<file path="src/rtl/riscv_pkg.sv">
// Shared definitions for the RV32I core: arbiter FSM encoding, width defaults
// and the load/store opcodes the decoder matches on.
package riscv_pkg;

  localparam int XLEN_DEF = 32;
  localparam int AW_DEF   = 32;

  localparam logic [6:0] OP_LOAD  = 7'b0000011;
  localparam logic [6:0] OP_STORE = 7'b0100011;

  typedef enum logic [2:0] {
    IDLE  = 3'd0,
    D_REQ = 3'd1,
    D_RSP = 3'd2,
    I_REQ = 3'd3,
    I_RSP = 3'd4
  } arb_state_t;

endpackage

</file>
<file path="src/rtl/arb_perf_counter.sv">
// Saturating event counter: counts cycles with i_inc high and sticks at all-ones.
module arb_perf_counter #(
  parameter int W = 32
) (
  input  logic         clk,
  input  logic         rst,
  input  logic         i_inc,
  output logic [W-1:0] o_cnt
);

  logic [W-1:0] r_cnt;

  always_ff @(posedge clk or negedge rst) begin
    if (!rst) begin
      r_cnt <= '0;
    end else if (i_inc && (r_cnt != '1)) begin
      r_cnt <= r_cnt + W'(1);
    end
  end

  assign o_cnt = r_cnt;

endmodule

</file>
<file path="src/rtl/mem_port_arbiter.sv">
// Shares one single-ported memory between IF fetch and MEM load/store, one
// transaction in flight, data first. ARB_PERF_CNT_EN adds stall/conflict counters.
module mem_port_arbiter
  import riscv_pkg::*;
#(
  parameter int XLEN = XLEN_DEF,
  parameter int AW   = AW_DEF
) (
  input  logic            clk,
  input  logic            rst,
  input  logic            adv,
  input  logic            if_req,
  input  logic [AW-1:0]   if_addr,
  input  logic            if_flush,
  output logic [XLEN-1:0] if_rdata,
  output logic            if_valid,
  input  logic            dm_req,
  input  logic            dm_we,
  input  logic [AW-1:0]   dm_addr,
  input  logic [XLEN-1:0] dm_wdata,
  output logic [XLEN-1:0] dm_rdata,
  output logic            dm_valid,
  output logic            stall_if,
  output logic            stall_mem,
  output logic            mem_req,
  output logic            mem_we,
  output logic [AW-1:0]   mem_addr,
  output logic [XLEN-1:0] mem_wdata,
  input  logic            mem_gnt,
  input  logic            mem_rvalid,
  input  logic [XLEN-1:0] mem_rdata
`ifdef ARB_PERF_CNT_EN
  ,
  output logic [31:0]     perf_if_stall,
  output logic [31:0]     perf_mem_stall,
  output logic [31:0]     perf_conflict
`endif
);

  arb_state_t      r_state, w_state_nxt;
  logic            r_we;
  logic [AW-1:0]   r_addr;
  logic [XLEN-1:0] r_wdata;
  logic [XLEN-1:0] r_if_rdata, r_dm_rdata;
  logic            r_if_done, r_dm_done, r_drop;

  logic w_latch_d, w_latch_i, w_dm_cmpl, w_if_rsp, w_if_cmpl;
  logic w_in_fetch, w_flush_fetch;

  assign w_in_fetch    = (r_state == I_REQ) || (r_state == I_RSP);
  assign w_flush_fetch = if_flush && w_in_fetch;
  // A flush landing in the same cycle as the fetch response also discards it.
  assign w_if_cmpl     = w_if_rsp && !(r_drop || w_flush_fetch);

  always_ff @(posedge clk or negedge rst) begin
    if (!rst) begin
      r_state <= IDLE;
    end else begin
      r_state <= w_state_nxt;
    end
  end

  always_comb begin
    w_state_nxt = r_state;
    w_latch_d   = 1'b0;
    w_latch_i   = 1'b0;
    w_dm_cmpl   = 1'b0;
    w_if_rsp    = 1'b0;
    case (r_state)
      IDLE: begin
        if (dm_req && !r_dm_done) begin
          w_latch_d   = 1'b1;
          w_state_nxt = D_REQ;
        end else if (if_req && !r_if_done) begin
          w_latch_i   = 1'b1;
          w_state_nxt = I_REQ;
        end
      end
      D_REQ: if (mem_gnt) w_state_nxt = D_RSP;
      D_RSP: begin
        if (mem_rvalid) begin
          w_dm_cmpl   = 1'b1;
          w_state_nxt = IDLE;
        end
      end
      I_REQ: if (mem_gnt) w_state_nxt = I_RSP;
      I_RSP: begin
        if (mem_rvalid) begin
          w_if_rsp    = 1'b1;
          w_state_nxt = IDLE;
        end
      end
      default: w_state_nxt = IDLE;
    endcase
  end

  always_ff @(posedge clk or negedge rst) begin
    if (!rst) begin
      r_we       <= 1'b0;
      r_addr     <= '0;
      r_wdata    <= '0;
      r_if_rdata <= '0;
      r_dm_rdata <= '0;
      r_if_done  <= 1'b0;
      r_dm_done  <= 1'b0;
      r_drop     <= 1'b0;
    end else begin
      if (w_latch_d) begin
        r_we    <= dm_we;
        r_addr  <= dm_addr;
        r_wdata <= dm_wdata;
      end else if (w_latch_i) begin
        r_we    <= 1'b0;
        r_addr  <= if_addr;
        r_wdata <= '0;
      end
      if (w_dm_cmpl) r_dm_rdata <= mem_rdata;
      if (w_if_rsp)  r_if_rdata <= mem_rdata;

      // Completion beats adv so a finished access is never lost.
      if (w_dm_cmpl)  r_dm_done <= 1'b1;
      else if (adv)   r_dm_done <= 1'b0;

      if (w_if_cmpl)                       r_if_done <= 1'b1;
      else if (adv || (if_flush && !w_in_fetch)) r_if_done <= 1'b0;

      if (w_if_rsp)           r_drop <= 1'b0;
      else if (w_flush_fetch) r_drop <= 1'b1;
    end
  end

  assign mem_req   = (r_state == D_REQ) || (r_state == I_REQ);
  assign mem_we    = (r_state == D_REQ) && r_we;
  assign mem_addr  = r_addr;
  assign mem_wdata = r_wdata;
  assign if_rdata  = r_if_rdata;
  assign dm_rdata  = r_dm_rdata;
  assign if_valid  = r_if_done;
  assign dm_valid  = r_dm_done;
  assign stall_if  = if_req && !r_if_done;
  assign stall_mem = dm_req && !r_dm_done;

  a_no_adv_on_cmpl: assert property (@(posedge clk) disable iff (!rst)
    !(adv && (w_dm_cmpl || w_if_cmpl)));

`ifdef ARB_PERF_CNT_EN
  logic w_conflict;
  assign w_conflict = (r_state == IDLE) && dm_req && !r_dm_done && if_req && !r_if_done;

  arb_perf_counter #(.W(32)) u_perf_if (
    .clk(clk), .rst(rst), .i_inc(stall_if), .o_cnt(perf_if_stall)
  );
  arb_perf_counter #(.W(32)) u_perf_mem (
    .clk(clk), .rst(rst), .i_inc(stall_mem), .o_cnt(perf_mem_stall)
  );
  arb_perf_counter #(.W(32)) u_perf_conf (
    .clk(clk), .rst(rst), .i_inc(w_conflict), .o_cnt(perf_conflict)
  );
`endif

endmodule

</file>
<file path="config.mk">
export PLATFORM = sky130hd
export DESIGN_NAME = mem_port_arbiter
export DESIGN_NICKNAME = d
export VERILOG_FILES = /design/src/rtl/riscv_pkg.sv /design/src/rtl/arb_perf_counter.sv /design/src/rtl/mem_port_arbiter.sv
export SDC_FILE = /design/constraint.sdc
export NUM_CORES = 1
export LEC_CHECK = 0
export BUFFER_PORTS_ARGS = -buffer_cell sky130_fd_sc_hd__buf_2
export CELL_PAD_IN_SITES_DETAIL_PLACEMENT = 0
export CELL_PAD_IN_SITES_GLOBAL_PLACEMENT = 1
export CORE_MARGIN = 10
export CORE_UTILIZATION = 39
export CTS_CLUSTER_DIAMETER = 150
export DETAILED_ROUTE_END_ITERATION = 10
export PLACE_DENSITY_LB_ADDON = 0.1
export SLEW_MARGIN = 20
export SYNTH_ARGS = -nofsm -noshare
export SYNTH_HDL_FRONTEND = slang
export SYNTH_SLANG_ARGS = --single-unit
export TNS_END_PERCENT = 10
</file>
<file path="constraint.sdc">
create_clock -name clk -period 2.6 [get_ports clk]
set_clock_uncertainty 0.1 [all_clocks]
set_input_delay 0.78 -clock clk [delete_from_list [all_inputs] [get_ports clk]]
set_output_delay 0.78 -clock clk [all_outputs]
set_load 0.05 [all_outputs]
</file>
==> impl.org <==
** Critical path
- Critical path data required time :: 1.72 ns
- Kind of start point of the critical path :: register
- Critical path type :: register to output port
- Highest net fanout along the worst path :: 7
- For the worst setup path, the data arrival time is 1.62 ns.
- STA classifies the critical path endpoint as an output port.

** Yosys
- By count the netlist is led by dfrtp_1, mux2_1, a22o_1, o31ai_1, or3b_1.
- The Yosys step of the flow raised 0 warnings.
- Number of standard cells after synthesis :: 397
- Ys flop type :: dfrtp_1
- After synthesis, the cell types taking the most area are dfrtp_1, mux2_1, a22o_1.
- Count of flip-flops with a built-in enable after synthesis :: 0
- Post-synth design cell area :: 5697 sq um
- Proportion of synthesized chip area in sequential cells :: 59.30%
- A synthesized cell averages 14.35 sq um.
- Synthesis instantiated 33 different standard cells from the library.
- Async set-or-reset flop fraction in the synthesized netlist :: 100.0%
- The synthesized design contains 135 register bits.
- The synthesized design devotes to its leading area cell type 59.30% of total area.
- Top-count cell post-synth :: dfrtp_1
- dfrtp_1 takes more of the synthesized area than any other cell.
- Net count after synthesis :: 534

** Clocking
- In this run the post-CTS setup repair buffer count came out at 0.
- Worst skew pair latency :: 0.41 ns
- For this design, the CTS-stage hold fixing added 0 buffers.
- H-Tree Level Count :: 4
- In this run, CTS created clock tree buffers numbering 17.
- The clock passes through at most 2 buffers.
- TritonCTS built the clock tree.
- Clk Tree Root Cell :: clkbuf_16
- Clock slew at reported path FFs :: 0.06 ns
- Clock sink count :: 135

** Floorplan
- Overall die height :: 140.9 microns
- The floorplan has 44 rows.
- The floorplan step defined a die boundary enclosing 19,840 sq um.
- # IOs :: 271
- The region available for standard cell placement spans 14,420 sq um.
- Die span in x :: 140.9 microns
- Initial standard-cell utilization of the core :: 39.50%

** Pwr
- The share of total power dissipated in combinational logic is 53.1%.
- Areal power density over the cells :: 1630 nW/um^2
- Switching pwr :: 6394 uW
- Internal power :: 6353 uW
- Maximum resistive drop on vdd :: 0.9117 mV
- Sequential group share of total power :: 28.8%
- In this run, the clock network consumes 18.1% of the power.
- For this design the static power due to leakage is 0.003901 uW.
- Of the total power, the share spent switching nets is 50.16%.

** Cells and area
- Layout Cell Area excl Fill :: 7820 sq um
- In the final layout, the share of cells above drive strength 1 is 50.22%.
- Count of nets after finishing :: 802
- Filler cell count :: 1,311
- Compared with the post-synthesis result, the final layout area differs by 37.27%.
- Sequential cell area :: 3379 sq um
- Measured on the finished design, the core utilization comes to 54.22%.
- Multi-input gate area in the final layout :: 2087 sq um

** Placement
- Once placement finished, the instance area stood at 7242 sq um.
- HPWL reported at the end of detailed placement :: 13.20 mm
- Port buffer count :: 270
- Before CTS, the worst setup slack after placement is 0.3200 ns.
- The congestion estimate from routability-driven global placement came to 0.7625.

** STA
- The number of max-slew violations in the final report came to 0.
- Hold Vio Cnt, Final :: 0
- Final worst hold slack :: 0.2431 ns
- Slew headroom :: 49.48%
- Setup violations remaining at the end of the flow were counted as 0.
- Setup TNS Final :: 0 ns
- Unrepaired setup endpoints after global routing :: false
- Minimum period implied by the final worst setup slack :: 2.504 ns
- Once routing completed, OpenROAD measured the worst setup slack at 0.09588 ns.
- Dividing the final minimum period by the clock period gives 96.31%.
- Peak Freq :: 399.3 MHz
- Slew @ Worst Pin :: 0.7577 ns

** Detailed routing
- The first detailed-routing pass ran for 4 iterations.
- For this block, the via count after detailed routing is 4,406.
- Once detail routing completed, the nets flagged for antenna violations numbered 0.
- Vias per Instance :: 5.105
- The routed design has 17.45 mm of wire.
- After detailed routing, the number of remaining DRC violations is 0.
- Starting DRC count in detailed routing :: 168
- WL/cell :: 20.22 microns

** Global route
- For this run the aggregate overflow at the end of global routing stands at 0.
- Via count of the first global-routing pass :: 4,874
- Entering global routing, the biggest net connects 59 pins.
- Wire length of the first global-routing pass :: 27.26 mm
- The initial antenna violation count came to 1.
- Gr usage total :: 17.20%

** Outcome
- The run finished with clean final reports.

** Hold path
- In this run the worst hold path is classified as input port to async pin.

** Job
- Max-cap violations :: 0
logic make-up (layout without fill, tap and decap cells):
kind of cell / after synthesis / after routing / synth area share (%)
AOI/OAI and AO/OA: 108 / 108 / 16.63
xor gates and xnor gates: 1 / 1 / 0.1538
buffers and inverters: 42 / 322 / 4.459
DFF: 135 / 135 / 59.30
muxes: 64 / 64 / 12.65
other: 0 / 2 / 0
and+or+nand+nor: 47 / 47 / 6.809
final timing paths:
path,startpoint,endpoint,slack [ns],depth (start not counted)
worst min-delay path,rst,mem_addr[16],0.24,1
worst max register to register,dm_valid,mem_addr[0],0.58,4
min in group clk,if_rdata[27],if_rdata[27],0.38,1
worst max-delay path,r_state[2],mem_we,0.1,3
max in group asynchronous,rst,mem_wdata[4],1.49,2
worst min register to register,if_rdata[27],if_rdata[27],0.38,1
sequential cells by signal (all words and copies together), names as in the netlist:
name       flops
dm_rdata      32
dm_valid       1
if_rdata      32
if_valid       1
mem_addr      32
mem_wdata     32
r_drop         1
r_state        3
r_we           1
power by group through the flow:
stage                     Combinational [uW]  Sequential (uW)  Clock [uW]
after global placement                  6790             3650           0
after CTS                               6870             3680        2370
final                                   6770             3670        2310
after global routing                    7130             3810        2480
after detailed placement                6850             3700           0
after floorplan                         1900             6880           0
layout make-up:
cell class / instances / area share, %
diodes: 2 / 0.06400
clock buffers: 20 / 5.712
clock inverters: 11 / 1.600
inverters: 5 / 0.2400
multi-input cells: 220 / 26.69
flip-flops and latches: 135 / 43.22
well taps: 184 / 2.944
repair buffers: 286 / 19.54
stage by stage:
step,total power (uW),instances
finish,12750,863
detailed placement,10550,830
global route,13420,861
CTS,12910,861
floorplan,8787,397
global placement,10440,830
what timing repair did:
item,CTS,global route
hold endpoints to repair,0,0
endpoints found under the setup margin,0,1
gates resized for setup,0,1
critical path: stages, from the launching register on:
cell and delay [ns]:
dfrtp_1 0.49, nand2b_1 0.23, nor3b_2 0.19, buf_2 0.30
cells in the final DEF (no fill, tap or decap), drive strengths merged:
master,synthesis,layout
buf,24,286
dfrtp,135,135
mux2,64,64
a22o,33,33
o31ai,32,32
or3b,32,32
a2bb2oi,32,32
clkbuf,13,20
inv,5,6
clkinvlp,0,5
nand2b,3,3
o21ai,3,3
clkinv,0,3
diode,0,2
nor3,2,2
nand2,2,2
nor2,2,2
a22oi,2,2
a21oi,2,2
bufinv,0,2
nor2b,1,1
nor3b,1,1
and2,1,1
nor4bb,1,1
o21a,1,1
a21o,1,1
o22ai,1,1
xnor2,1,1
or3,1,1
a221oi,1,1
nand3,1,1
routing by layer:
layer | track usage [%] | vias to the layer above | wire length (microns)
met5 | 0 | - | 0
met4 | 4.293 | 0 | 147
met3 | 9.002 | 12 | 1899
met2 | 27.51 | 192 | 8286
met1 | 19.90 | 2169 | 7114
li1 | - | 2033 | -
Note: power is estimated with default switching activity, not from simulation.
